==> src/rtl/mem_bank_pkg.sv <==
`default_nettype none
// ============================================================================
//  Module      : mem_bank_pkg
//  Description : Shared constants and helpers for the switch-addressed
//                memory bank controller.
//  Revision    : 1.0 - initial release
// ============================================================================
package mem_bank_pkg;

    localparam logic [0:0] c_ST_CLEAR = 1'b0;
    localparam logic [0:0] c_ST_IDLE  = 1'b1;

    localparam logic [0:0] c_STATE_RESET = c_ST_CLEAR;
    localparam logic       c_BUSY_RESET  = 1'b1;

    function automatic int unsigned depth_of(input int unsigned addr_w);
        return 32'd1 << addr_w;
    endfunction

endpackage
`default_nettype wire

==> src/rtl/btn_sync_edge.sv <==
`default_nettype none
// ============================================================================
//  Module      : btn_sync_edge
//  Description : Synchronises an asynchronous button and emits a one-cycle
//                pulse on each rising edge of the synchronised level.
//  Revision    : 1.0 - initial release
// ============================================================================
module btn_sync_edge #(
    parameter int SYNC_STAGES = 2
) (
    input  logic clk,
    input  logic rst,
    input  logic btn_in,
    output logic pulse
);

    logic [SYNC_STAGES-1:0] r_sync;
    logic                   r_hist;

    always_ff @(posedge clk) begin
        if (rst) begin
            r_sync <= '0;
            r_hist <= 1'b0;
        end else begin
            r_sync <= {r_sync[SYNC_STAGES-2:0], btn_in};
            r_hist <= r_sync[SYNC_STAGES-1];
        end
    end

    // Driven only from flops, so the raw button never reaches the outputs.
    assign pulse = r_sync[SYNC_STAGES-1] & ~r_hist;

endmodule
`default_nettype wire

==> src/rtl/mem_bank_ctrl.sv <==
`default_nettype none
// ============================================================================
//  Module      : mem_bank_ctrl
//  Description : Button-written word memory with post-reset clear sweep,
//                registered write-first read port and a write counter.
//  Revision    : 1.0 - initial release
// ============================================================================
module mem_bank_ctrl
    import mem_bank_pkg::*;
#(
    parameter int DATA_W      = 8,
    parameter int ADDR_W      = 2,
    parameter int SYNC_STAGES = 2,
    parameter int CNT_W       = 8
) (
    input  logic              clk,
    input  logic              rst,
    input  logic [DATA_W-1:0] data,
    input  logic              store,
    input  logic [ADDR_W-1:0] addr,
    output logic [DATA_W-1:0] memory,
    output logic              busy,
    output logic [CNT_W-1:0]  wr_count
);

    localparam int c_DEPTH = depth_of(ADDR_W);

    logic [DATA_W-1:0] r_mem [c_DEPTH];
    logic [0:0]        r_state;
    logic [ADDR_W-1:0] r_clr_ptr;
    logic [DATA_W-1:0] r_rd_data;
    logic              r_busy;
    logic [CNT_W-1:0]  r_wr_count;

    logic              w_wr_pulse;
    logic              w_clr_last;
    logic              w_mem_we;
    logic [ADDR_W-1:0] w_mem_waddr;
    logic [DATA_W-1:0] w_mem_wdata;

    btn_sync_edge #(
        .SYNC_STAGES (SYNC_STAGES)
    ) u_store_sync (
        .clk    (clk),
        .rst    (rst),
        .btn_in (store),
        .pulse  (w_wr_pulse)
    );

    assign w_clr_last = (r_clr_ptr == {ADDR_W{1'b1}});

    // Single array write port shared by the clear sweep and button writes.
    always_comb begin
        w_mem_we    = 1'b0;
        w_mem_waddr = addr;
        w_mem_wdata = data;
        if (!rst) begin
            if (r_state == c_ST_CLEAR) begin
                w_mem_we    = 1'b1;
                w_mem_waddr = r_clr_ptr;
                w_mem_wdata = '0;
            end else begin
                w_mem_we    = w_wr_pulse;
            end
        end
    end

    always_ff @(posedge clk) begin
        if (w_mem_we) begin
            r_mem[w_mem_waddr] <= w_mem_wdata;
        end
    end

    always_ff @(posedge clk) begin
        if (rst) begin
            r_state    <= c_STATE_RESET;
            r_clr_ptr  <= '0;
            r_busy     <= c_BUSY_RESET;
            r_rd_data  <= '0;
            r_wr_count <= '0;
        end else begin
            case (r_state)
                c_ST_CLEAR: begin
                    r_rd_data <= '0;
                    r_clr_ptr <= r_clr_ptr + 1'b1;
                    if (w_clr_last) begin
                        r_state <= c_ST_IDLE;
                        r_busy  <= 1'b0;
                    end
                end
                c_ST_IDLE: begin
                    r_rd_data <= w_wr_pulse ? data : r_mem[addr];
                    if (w_wr_pulse) begin
                        r_wr_count <= r_wr_count + 1'b1;
                    end
                end
                default: begin
                    r_state   <= c_ST_CLEAR;
                    r_clr_ptr <= '0;
                    r_busy    <= 1'b1;
                end
            endcase
        end
    end

    assign memory   = r_rd_data;
    assign busy     = r_busy;
    assign wr_count = r_wr_count;

endmodule
`default_nettype wire
==> config.mk <==
export PLATFORM = sky130hd
export DESIGN_NAME = mem_bank_ctrl
export DESIGN_NICKNAME = d
export VERILOG_FILES = /design/src/rtl/mem_bank_pkg.sv /design/src/rtl/btn_sync_edge.sv /design/src/rtl/mem_bank_ctrl.sv
export SDC_FILE = /design/constraint.sdc
export NUM_CORES = 1
export LEC_CHECK = 0
export CAP_MARGIN = 0
export CORE_UTILIZATION = 41
export CTS_CLUSTER_DIAMETER = 50
export DETAILED_ROUTE_END_ITERATION = 8
export SLEW_MARGIN = 20
export SYNTH_ARGS = -nofsm -noshare
export SYNTH_HDL_FRONTEND = slang
export SYNTH_SLANG_ARGS = --single-unit
export TNS_END_PERCENT = 20
==> constraint.sdc <==
create_clock -name clk -period 2.64 [get_ports clk]
set_input_delay 0.528 -clock clk [delete_from_list [all_inputs] [get_ports clk]]
set_output_delay 0.528 -clock clk [all_outputs]
set_load 0.01 [all_outputs]
* Word-level counts from Yosys, hierarchy flattened
Memories as Yosys holds them, arrays and structs flattened. Cells that the tools add are included.
Word-level totals: bits of input ports 13, bits in registers 23, RAM bits 32, memories kept 1, output and inout bits 17, word-level logic and storage cells 28
Cells by class: bitwise logic cells 3, multiplexer cells 12, add/sub/neg operators 2, reductions and logical operators 2, equality and inequality tests 1
Memory list:
- r_mem | words 4, width 8, rd ports 1, clocked after Yosys merged registers in 0, write ports 1, line mem_bank_ctrl.sv:28 | logic [DATA_W-1:0] r_mem [c_DEPTH];
Operator list (number):
- 8-bit two-way mux | 3
- 8-bit case mux with 2 select lines | 1
- 8-bit by 1-bit adder with 8-bit output (second input constant) | 1
- 1-bit two-way mux | 6
- 2-bit two-way mux | 2
- 2-bit AND reduction | 2
- 2-bit by 1-bit adder with 2-bit output (second input constant) | 1
- 2-bit equality test (second input constant) | 1
- 1-bit NOT | 2
- 1-bit bitwise AND | 1

* Depth between registers and ports, before layout
Gate-level depths: netlist of the first run.
depth after elaboration 6, gate-level depth with buffers 4, depth with buffers taken out 4

* Modules after synthesis
From an unflattened synthesis of the first run, not the netlist that was laid out.
Unflattened totals: cell total of the unflattened synthesis 158, area total of the unflattened synthesis 2143.3 sq um
Modules (own cells, without submodules):
- mem_bank_ctrl | sequential area each 1361.3 sq um, instances 1, area each 2055.7 sq um, cells each 151
- btn_sync_edge | sequential area each 60.1 sq um, instances 1, area each 87.6 sq um, cells each 7

* Worst setup path before layout of the first run
Ideal clock, no wire load.
path kind input port to flip-flop, start input port addr[1], end memory r_mem[1][0] (enable), arrival 1.713 ns, buffers on the path 1, cell stages on the path 4, data required time 2.255 ns, slack 0.542 ns, setup time 0.385 ns, path through clkbuf_1 nand2b_1 o22ai_1 nor3b_1
Between the ends: word-level cells in the longest chain between the ends 2
Ends and longest elaborated chain:
- start, declared | line mem_bank_ctrl.sv:20 | input logic [ADDR_W-1:0] addr,
- 2-bit two-way mux | line mem_bank_ctrl.sv:58 | if (r_state == c_ST_CLEAR) begin
- 2-bit two-way mux (*) | line mem_bank_ctrl.sv:57 | if (!rst) begin
- end, declared | line mem_bank_ctrl.sv:28
Mark *: on every way between the ends. The rest lies on a longest branch, timed or not.

* Worst setup path in the final report of the first run
start input port addr[0], end memory r_mem[2][3] (enable)
Same word-level chain as after synthesis.

==> out/results.ini, run 1 <==
[synth]
synth.top_cell.area_share_pct=44.4
syn_area_per_cell_um2=13.5
ys_seq_area_share_pct=65.7
synth.distinct_cells=32
async_reset_ff_share_pct=0
ys_ff_latch=55
synth_most_common_cell=edfxtp_1
synth_cells=160
yosysWarnings=0
synth_area_um2=2160
synth_edf_count=32
synthesis.nets=175
synth_top_cells_by_count=32 x edfxtp_1, 23 x dfxtp_1, 22 x nand2_1, 13 x a21oi_1, 13 x nor2b_1
yosys-top-cells-area=edfxtp_1 44%, dfxtp_1 21%, mux4_2 8.3%, nand2_1 3.8%, nor2b_1 3.8%
yosysTopAreaCell=edfxtp_1
yosys_most_used_dff=edfxtp_1

[global_routing]
overflow=0
grtUsageTotal_pct=16.6
grt_pass1_vias=1318
grt_max_degree=18
grt_pass1_wl_um=6400
antenna_found_initial=0

[finish]
area_delta_synth_final_pct=23.4
nets=214
regArea_um2=1420
drive_above_1_share_pct=13.0
diodes=0
multi_input_area_um2=708
n_fill_cell=486

[pwr]
power_frac_clock_pct=26.2
p_comb_share_pct=12.4
switchingPower_uw=381
p_leak_nw=0.950
seqPwrFrac_pct=61.4
p_sw_share_pct=23.1
internal_power_mw=1.27
p_total_mw=1.65
power_density_nw_per_um2=616
vdd_drop_max_mv=0.271

[route]
dr.first_iter.drc_count=70
routedWlPerCell_um=15.1
ant_nets=0
num_vias=1337
first_pass_iters=4
drt_wl_total_um=4080
post-route-drc-count=0
vias_per_cell=4.95

[placed_design]
port_buffers=29
place_ws_ns=0.376
hpwl_um=2920
routabilityCongestion=0.715

[clock_network]
cts_tree=built
postCtsSetupRepairBufs=0
path_clk_slew_ns=0.09
clock_latency_ns=0.31
cts_buffers=5
post_cts_resized=0
clk_path_buf_depth=2
hold_buffers=0
cts_root_buf=clkbuf_8
cts.htree.levels=2
clock_sinks=55

[die]
row_count=26
dieArea_um2=5570
ios=30
start_util_pct=42.4
coreArea_um2=5110
die_w_um=74.6
die_h_um=74.6

[sta]
period_needed_ns=1.92
relSlewSlack_pct=63.1
tightest_slew_ns=0.552
finalHoldViolCount=0
fmax_ghz=0.520
setup_tns_ns=0
finalSetupViolCount=0
hold_slack_ns=0.454
report.final.slew_viol_count=0
fin_crit_sh_pct=72.9
grt_setup_unrepaired=false
clock_skew_ns=0.00565
fin_ws_ns=0.716

[run]
drv_cap=0

[min_path]
hold_end=u_store_sync.r_sync[1]
min_path_type=reg -> reg
hold_start=u_store_sync.r_sync[0]
hold_depth=1

[worst_setup_path]
critPathArrivalTime_ns=1.95
reg2reg_depth=3
cp-end-kind=flop
r2r_setup_slack_ns=0.77
critPathKind=in -> reg
crit_required_ns=2.67
worstReg2RegStart=r_state
reg2reg_to=r_mem[2][3]
cp-start-kind=input port
worst-path-max-fanout=6

[outcome]
status=complete, no violations

final cells by class:
cell class                      instances  area share (%)
Sequential cell                        55            53.2
Multi-Input combinational cell         97            26.5
Timing Repair Buffer                   40            14.0
Tap cell                               70            3.28
Clock buffer                            6            2.72
Clock inverter                          2           0.281
logic make-up (layout without fill, tap and decap cells):
logic type / count (synthesis) / after routing / share of synthesized area (%)
and+or+nand+nor: 61 / 61 / 15.5
adders and majority gates: 2 / 2 / 1.16
AOI/OAI and AO/OA: 20 / 20 / 5.09
muxes: 11 / 11 / 9.77
DFF: 55 / 55 / 65.7
xor gates and xnor gates: 3 / 3 / 1.21
buffers and inverters: 8 / 48 / 1.56
how the worst max path moves through the flow:
stage          startpoint           to
2_1_floorplan     addr[1]  r_mem[1][0]
3_3_place_gp      addr[0]  r_mem[2][7]
3_5_place_dp      addr[0]  r_mem[0][2]
4_1_cts           addr[0]  r_mem[2][3]
5_1_grt           addr[0]  r_mem[2][7]
6_report          addr[0]  r_mem[2][3]
metal layers:
metal	wire length, µm	track usage (%)	part of all wire [%]	up-vias
met5	0	0	0	-
met4	63	7.55	1.5	0
met3	139	4.42	3.4	5
met2	1970	26.1	48	26
met1	1900	21.5	47	649
li1	-	-	-	657
worst max-delay path, cell delays in order:
cell and delay (ns):
clkdlybuf4s50_1 0.55, mux2i_1 0.32, nor3b_1 0.32, buf_4 0.23
power groups by stage:
stage | Combinational (mW) | Clock, mW | Sequential [mW]
after global placement | 0.201 | 0 | 1.03
after global routing | 0.224 | 0.481 | 1.02
after CTS | 0.207 | 0.444 | 1.01
after floorplan | 0.125 | 0 | 1.02
final | 0.204 | 0.431 | 1.01
after detailed placement | 0.205 | 0 | 1.03
cells in the final DEF, fill, tap and decap left out, types with 2 or more instances in the layout:
cell             synthesis  layout
nor3b_1                  2       2
or3_1                    2       2
o21ai_0                  2       2
clkdlybuf4s50_1          0      29
xor2_1                   3       3
nand2_1                 22      22
or4_1                    2       2
ha_1                     2       2
mux2i_1                  2       2
o31ai_1                  2       2
buf_4                    0      11
edfxtp_1                32      32
clkbuf_8                 0       5
clkinv_1                 0       2
nor2b_1                 13      13
nor2_1                   8       8
a21oi_1                 13      13
mux4_2                   8       8
dfxtp_1                 23      23
nand2b_1                 3       3
metrics by stage:
step	instance area [µm²]	cells	util [%]
floorplan	2160	160	-
global placement	2590	262	50.7
detailed placement	2590	262	50.7
CTS	2670	270	52.3
global route	2670	270	52.3
finish	2670	270	52.3
state kept, by name, summed over array words and instances, names as in the netlist:
register,flops
r_mem,32
memory,8
wr_count,8
r_clr_ptr,2
u_store_sync.r_sync,2
busy,1
r_state,1
u_store_sync.r_hist,1
(Power assumes the default switching activity.)
==> run 2, diff against run 1 <==
Clock period 2.64 ns to 1.9 ns, I/O delays scaled along.
==> out/results.ini, run 2 (synthesized netlist as in run 1, its figures left out) <==
[sta]
finalSetupViolCount=0  ; unchanged
grt_setup_unrepaired=false  ; unchanged
period_needed_ns=1.67
fmax_ghz=0.598
fin_ws_ns=0.228  ; was 0.716 ns
tightest_slew_ns=0.759  ; was 0.552 ns
report.final.slew_viol_count=0  ; unchanged
clock_skew_ns=0.0145  ; was 0.00565 ns
fin_crit_sh_pct=88.0
finalHoldViolCount=0  ; unchanged
relSlewSlack_pct=49.2  ; was 63.1%

[global_routing]
grtUsageMet2_pct=28.3  ; was 26.1%
grt_max_degree=19  ; was 18
grtUsageTotal_pct=17.9  ; was 16.6%
overflow=0  ; unchanged
antenna_found_initial=0  ; unchanged
grt_pass1_vias=1382  ; was 1,318
top_usage_layer=met2  ; unchanged
grt_use_met3_pct=2.81  ; was 4.42%
grt_pass1_wl_um=7060  ; was 6400 µm
grtUsageMet1_pct=25.1  ; was 21.5%

[clock_network]
path_clk_slew_ns=0.10  ; was 0.09 ns
hold_buffers=0  ; unchanged
clock_latency_ns=0.31  ; about the same
clock_sinks=55  ; unchanged
cts_buffers=5  ; unchanged
cts_tree=built  ; unchanged
clk_path_buf_depth=2  ; unchanged
postCtsSetupRepairBufs=0  ; unchanged
cts.htree.levels=2  ; unchanged
cts_root_buf=clkbuf_8  ; unchanged
post_cts_resized=0  ; unchanged

[worst_setup_path]
critPathSlowestCell=clkdlybuf4s50_1  ; unchanged
cp-end-kind=output port  ; was flop
cp-start-kind=flop  ; was input port
critPathTopFamily=buffers and inverters  ; unchanged
critPathKind=reg -> out  ; was in -> reg
critical_path_buf_inv_count=1  ; was 2
worst-path-max-fanout=3  ; was 6
slowest_delay_ns=0.56  ; was 0.55 ns
path_cells=clkdlybuf4s50_1  ; was clkdlybuf4s50_1, mux2i_1, nor3b_1, buf_4
crit_required_ns=1.52  ; was 2.67 ns
critPathArrivalTime_ns=1.29  ; was 1.95 ns

[placed_design]
hpwl_um=3210  ; was 2920 µm
routabilityCongestion=0.736  ; was 0.715
place_ws_ns=-0.0125  ; was 0.376 ns
port_buffers=29  ; unchanged

[route]
routedWlPerCell_um=16.0  ; was 15.1 µm
first_pass_iters=4  ; unchanged
vias_per_cell=4.96  ; was 4.95
drt_wl_total_um=4430  ; was 4080 µm
dr.first_iter.drc_count=118  ; was 70
num_vias=1373  ; was 1,337
ant_nets=0  ; unchanged
post-route-drc-count=0  ; unchanged

[finish]
top_register=r_mem  ; unchanged
nets=221  ; was 214
diodes=0  ; unchanged
largest_reg_flops=32  ; unchanged
area_delta_synth_final_pct=27.8  ; was 23.4%
n_fill_cell=446  ; was 486
final_cell_mix=32 x edfxtp_1, 29 x clkdlybuf4s50_1, 23 x dfxtp_1  ; unchanged
final_common_cell=edfxtp_1  ; unchanged
drive_above_1_share_pct=17.9  ; was 13.0%

[die]
start_util_pct=42.4  ; unchanged
die_h_um=74.6  ; unchanged
ios=30  ; unchanged
die_w_um=74.6  ; unchanged
row_count=26  ; unchanged
coreArea_um2=5110  ; unchanged
dieArea_um2=5570  ; unchanged

[outcome]
status=complete, no violations  ; unchanged

[pwr]
p_leak_nw=1.01  ; was 0.950 nW
vdd_drop_max_mv=0.591  ; was 0.271 mV
p_total_mw=2.51  ; was 1.65 mW
power_density_nw_per_um2=907  ; was 616 nW/µm²

[run]
drv_cap=0  ; unchanged

[min_path]
min_path_type=reg -> reg  ; unchanged

[run 2: cell count changes in the layout (fill, tap and decap cells not counted)]
cell       change
nor3b_1        -1
buf_4          +7
clkinv_1       -2
nor3b_2        +1
clkbuf_1       -1
bufinv_16      +1
inv_6          +1
clkinv_4       +1
[run 2: where the power goes]
part / total, mW / internal [mW] / leakage (nW) / switching, mW
combinational: 0.328 / 0.169 / 0.461 / 0.159
clock: 0.785 / 0.400 / 0.0587 / 0.385
sequential: 1.39 / 1.36 / 0.486 / 0.0316
total: 2.51 / 1.93 / 1.01 / 0.575
[run 2: worst reg2reg max path: stages, from the launching register on]
cell	delay [ns]
dfxtp_1	0.42
buf_4	0.18
nand4b_4	0.17
nor4_1	0.39
mux2_2	0.37
[run 2: stage by stage]
step	area, µm²	hold WS (ns)	setup TNS (ns)	instances	utilization [%]
2_1_floorplan	2170	0.414	-0.330	160	-
3_3_place_gp	2650	0.431	-0.122	269	51.8
3_5_place_dp	2650	0.429	-0.107	269	51.8
4_1_cts	2760	0.460	0	277	54.1
5_1_grt	2760	0.481	0	277	54.1
6_report	2760	0.457	0	277	54.1
[run 2: area by class of cell]
cell class                 count  area, µm²  share of cell area [%]
multi-input combinational     97        713                    25.8
tap                           70       87.6                    3.17
timing repair buffer          47        425                    15.4
clock buffer                   5       68.8                    2.49
clock inverter                 3       47.5                    1.72
sequential                    55       1420                    51.4
[run 2: metal layers]
layer	wire, µm	share of wire (%)	vias up
li1	-	-	671
met1	1930	44	649
met2	2210	50	49
met3	245	5.5	4
met4	40	0.90	0
met5	0	0	-
[run 2: path summary, 6_finish.rpt]
check	start	end	slack (ns)	cells past startpoint
hold reg to reg	u_store_sync.r_sync[0]	u_store_sync.r_sync[1]	0.46	1
hold / removal	u_store_sync.r_sync[0]	u_store_sync.r_sync[1]	0.46	1
setup / recovery	wr_count[2]	wr_count[2]	0.23	1
setup reg to reg	r_state	wr_count[7]	0.27	4
